===== src/rtl/uart_rx_byte.sv =====
// 8N1 UART receiver, LSB first: recovers one byte per frame from the async rx line.
// Good frames update data_8 with a one-cycle rx_done pulse; a low stop bit gives a one-cycle frame_err.
module uart_rx_byte #(
  parameter int CLK_FREQ  = 50_000_000,
  parameter int BAUD_RATE = 115200
) (
  input  logic       clk,
  input  logic       rst_n,
  input  logic       rx,
  output logic [7:0] data_8,
  output logic       rx_done,
  output logic       frame_err,
  output logic       rx_busy
);

  localparam int BAUD_CNT_MAX = CLK_FREQ / BAUD_RATE;
  localparam int BAUD_HALF    = BAUD_CNT_MAX / 2;
  localparam int CNT_W        = (BAUD_CNT_MAX > 1) ? $clog2(BAUD_CNT_MAX) : 1;
  localparam logic [CNT_W-1:0] CNT_LAST = CNT_W'(BAUD_CNT_MAX - 1);
  localparam logic [CNT_W-1:0] CNT_MID  = CNT_W'(BAUD_HALF);

  typedef enum logic [1:0] {
    IDLE  = 2'd0,
    START = 2'd1,
    DATA  = 2'd2,
    STOP  = 2'd3
  } state_t;

  state_t           state;
  logic [CNT_W-1:0] baud_cnt;
  logic [2:0]       bit_cnt;
  logic [7:0]       shift;
  logic             rx_s1, rx_s2, rx_s3;
  logic             start_edge;

  assign start_edge = rx_s3 & ~rx_s2;
  assign rx_busy    = (state != IDLE);

  always_ff @(posedge clk) begin
    if (!rst_n) begin
      state     <= IDLE;
      baud_cnt  <= '0;
      bit_cnt   <= '0;
      shift     <= '0;
      data_8    <= 8'h00;
      rx_done   <= 1'b0;
      frame_err <= 1'b0;
      // Preset to idle-high so a line already low at release reads as a start edge.
      rx_s1     <= 1'b1;
      rx_s2     <= 1'b1;
      rx_s3     <= 1'b1;
    end else begin
      rx_s1     <= rx;
      rx_s2     <= rx_s1;
      rx_s3     <= rx_s2;
      rx_done   <= 1'b0;
      frame_err <= 1'b0;

      if (state == IDLE)
        baud_cnt <= '0;
      else if (baud_cnt == CNT_LAST)
        baud_cnt <= '0;
      else
        baud_cnt <= baud_cnt + CNT_W'(1);

      case (state)
        IDLE: begin
          if (start_edge)
            state <= START;
        end
        START: begin
          if (baud_cnt == CNT_MID && rx_s2)
            state <= IDLE;
          else if (baud_cnt == CNT_LAST) begin
            state   <= DATA;
            bit_cnt <= '0;
          end
        end
        DATA: begin
          if (baud_cnt == CNT_MID)
            shift[bit_cnt] <= rx_s2;
          if (baud_cnt == CNT_LAST) begin
            if (bit_cnt == 3'd7)
              state <= STOP;
            else
              bit_cnt <= bit_cnt + 3'd1;
          end
        end
        STOP: begin
          // Return to IDLE at mid stop bit so a back-to-back start edge is not missed.
          if (baud_cnt == CNT_MID) begin
            state <= IDLE;
            if (rx_s2) begin
              data_8  <= shift;
              rx_done <= 1'b1;
            end else begin
              frame_err <= 1'b1;
            end
          end
        end
        default: state <= IDLE;
      endcase
    end
  end

endmodule


===== config.mk =====
export PLATFORM = sky130hd
export DESIGN_NAME = uart_rx_byte
export DESIGN_NICKNAME = d
export VERILOG_FILES = /design/src/rtl/uart_rx_byte.sv
export SDC_FILE = /design/constraint.sdc
export NUM_CORES = 1
export LEC_CHECK = 0
export CAP_MARGIN = 20
export CORE_UTILIZATION = 39
export DETAILED_ROUTE_END_ITERATION = 16
export HOLD_SLACK_MARGIN = 0.02
export PLACE_DENSITY_LB_ADDON = 0.2
export SKIP_CTS_REPAIR_TIMING = 1
export SYNTH_ARGS = -nofsm -noshare
export SYNTH_HDL_FRONTEND = slang
export SYNTH_SLANG_ARGS = --single-unit

===== constraint.sdc =====
create_clock -name clk -period 4.45 [get_ports clk]
set_input_delay 0.89 -clock clk [delete_from_list [all_inputs] [get_ports clk]]
set_output_delay 0.89 -clock clk [all_outputs]
set_load 0.01 [all_outputs]

==> flow_metrics.tcl <==
set metrics [dict create \
    dpl_cell_area_mm2 0.001697 \
    nFillCells 372 \
    portBuffers 13 \
    io_pins 14 \
    vias 1184 \
    synth_warnings 0 \
    ir_drop_mv 0.1945 \
    largest_net_degree_at_the_start_of_global_routing 17 \
    portion_of_the_post_synthesis_area_used_by_sequential_elements 0.4571 \
    synthesis.instances 162 \
    drive_gt1_frac 0.07386 \
    startpoint_type "flip-flop" \
    finalClockSkew_ns 0.004511 \
    worst-slew-pin-transition_ns 0.7509 \
    coreArea_mm2 0.003716 \
    area_delta_synth_final_pct 17.22 \
    power.density_mw_per_mm2 321.9 \
    synth.ff_latch_count 35 \
    number_of_global_route_vias_before_repair 1116 \
    firstDrtPassIters 4 \
    cts.reportedPaths.clkPinSlew_ns 0.06 \
    finalSetupViolations 0 \
    cts.sinks 35 \
    dpl.hpwl_um 2139 \
    fin_crit_ns 2.456 \
    overflow 0 \
    detail_route.wirelength_um 2941 \
    ys_types 34 \
    worst-r2r-cell-count 5 \
    initialDrtViolationCount 79 \
    vias_per_cell 5.286 \
    synth-edff-count 0 \
    relSlewSlack 0.4957 \
    mostFrequentLayoutCell "dfxtp_1" \
    dieHeight_um 64.69 \
    final_net_count 182 \
    drc_errors 0 \
    routabilityCongestion 0.7987 \
    drt.antenna.violating_nets 0 \
    post_synth.cell_area_avg_um2 9.461 \
    worstHoldPathCells 1 \
    clock_tree.root_cell "clkbuf_8" \
    classification_of_the_worst_setup_path "flip-flop to primary output" \
    commonest_cells_after_routing_fill_and_taps_aside "dfxtp_1 (35), nor2_1 (19), nand2_1 (15)" \
    leakagePower_nw 0.6122 \
    floorplan.initialDensity 0.4125 \
    antenna-diode-count 0 \
    synth-async-reset-ratio 0 \
    regArea_um2 700.7 \
    period_share 0.5518 \
    cts_made_buffers 5 \
    grt_use_total 0.1621 \
    max-cap-violations 0 \
    timing.final.hold_violations 0 \
    finished_layout_cell_area_mm2 0.001797 \
    worst_ep_arrival_time_ns 1.57 \
    die_area_mm2 0.004185 \
    cts_tree "yes" \
    required_ns 3.56 \
    rows 22 \
    power.total_mw 0.5783 \
    wire_length_of_the_first_global_routing_pass_um 5092 \
    ctsLongestPathBuffers 2 \
    grt_setup_unrepaired "false" \
    route.detailed.wl_per_inst_um 13.13 \
    dominantRegCellSynth "dfxtp_1" \
    finalSetupTns_ns 0 \
    antenna_violations_before_repair 0 \
    critical_path.max_fanout 12 \
    post_synth_instance_area_mm2 0.001533 \
    area_of_combinational_cells_with_multiple_inputs_um2 790.8 \
    nature_of_the_critical_path_endpoint "primary output" \
    die_w_um 64.69 \
    h-tree-depth 2 \
    fmax_mhz 407.2 \
    clkLatencyLatePin_ns 0.29 \
    hp-class "flip-flop to flip-flop" \
    result_of_the_run "finished clean" \
    fin_hold_ws_ns 0.4133 \
    synth_fp_nets 169 \
    timing.final.max_slew_violations 0 \
]
layer usage:
metal | global-route usage | share of wire | up-vias
met3 | 0.05282 | 0.027 | 6
li1 | - | - | 599
met1 | 0.1852 | 0.46 | 568
met4 | 0.07500 | 0.019 | 0
met5 | 0 | 0 | -
met2 | 0.2724 | 0.49 | 11
cell families after synthesis:
family	count (synthesis)	synth area share
xor gates and xnor gates	7	0.04000
AOI/OAI and AO/OA	20	0.08082
muxes	13	0.08572
buffers and inverters	11	0.02694
and+or+nand+nor	72	0.2767
DFF	35	0.4571
adders and majority gates	4	0.03265
registers in the layout (all words and copies together), names as in the netlist, named ones only:
name	flops
shift	8
rx_s1	1
rx_s3	1
baud_cnt	9
bit_cnt	3
frame_err	1
state	1
rx_s2	1
data_8	8
rx_done	1
worst max-delay path, cell delays in order, from the launching register on:
cell	delay [ns]
dfxtp_1	0.55
or2_2	0.20
clkdlybuf4s50_1	0.53
cell type report:
cell class                 count  share of cell area
clock buffer                   8             0.05571
tap                           48             0.03343
multi-input combinational    116              0.4401
inverter                       4            0.008357
sequential                    35              0.3900
timing repair buffer          13             0.07242
worst paths after layout:
| check | start | endpoint | slack, ns |
|---|---|---|---|
| hold reg to reg | rx_s1 | rx_s2 | 0.41 |
| setup / recovery | state[0] | rx_busy | 1.99 |
| hold / removal | rx_s1 | rx_s2 | 0.41 |
| setup reg to reg | baud_cnt[0] | data_8[7] | 2.54 |
cells in the mapped netlist, drive strengths merged, types with 2 or more instances:
master | n | area share
a21oi | 6 | 0.020
a22o | 2 | 0.011
clkbuf | 7 | 0.017
dfxtp | 35 | 0.46
ha | 4 | 0.033
inv | 4 | 0.0098
mux2i | 12 | 0.078
nand2 | 15 | 0.037
nand2b | 5 | 0.020
nand3 | 5 | 0.016
nand3b | 4 | 0.020
nand4 | 5 | 0.020
nand4b | 2 | 0.011
nor2 | 19 | 0.047
nor3 | 4 | 0.013
nor4 | 4 | 0.030
nor4bb | 2 | 0.013
o21ai | 7 | 0.023
o22ai | 2 | 0.0082
xnor2 | 4 | 0.023
xor2 | 3 | 0.017
report_power, final:
part           internal (mW)  switching [mW]  total, mW
registers              0.315         0.00308      0.318
clock network          0.141           0.105      0.246
logic                0.00600         0.00838     0.0144
stage by stage:
step | util | std cells | worst slack, ns
final | 0.4835 | 224 | 1.994
after floorplan | - | 162 | 2.751
after global routing | 0.4835 | 224 | 1.920
after global placement | 0.4566 | 216 | 1.840
after CTS | 0.4835 | 224 | 1.988
after detailed placement | 0.4566 | 216 | 1.756
Power figures use the tool's default switching activity.
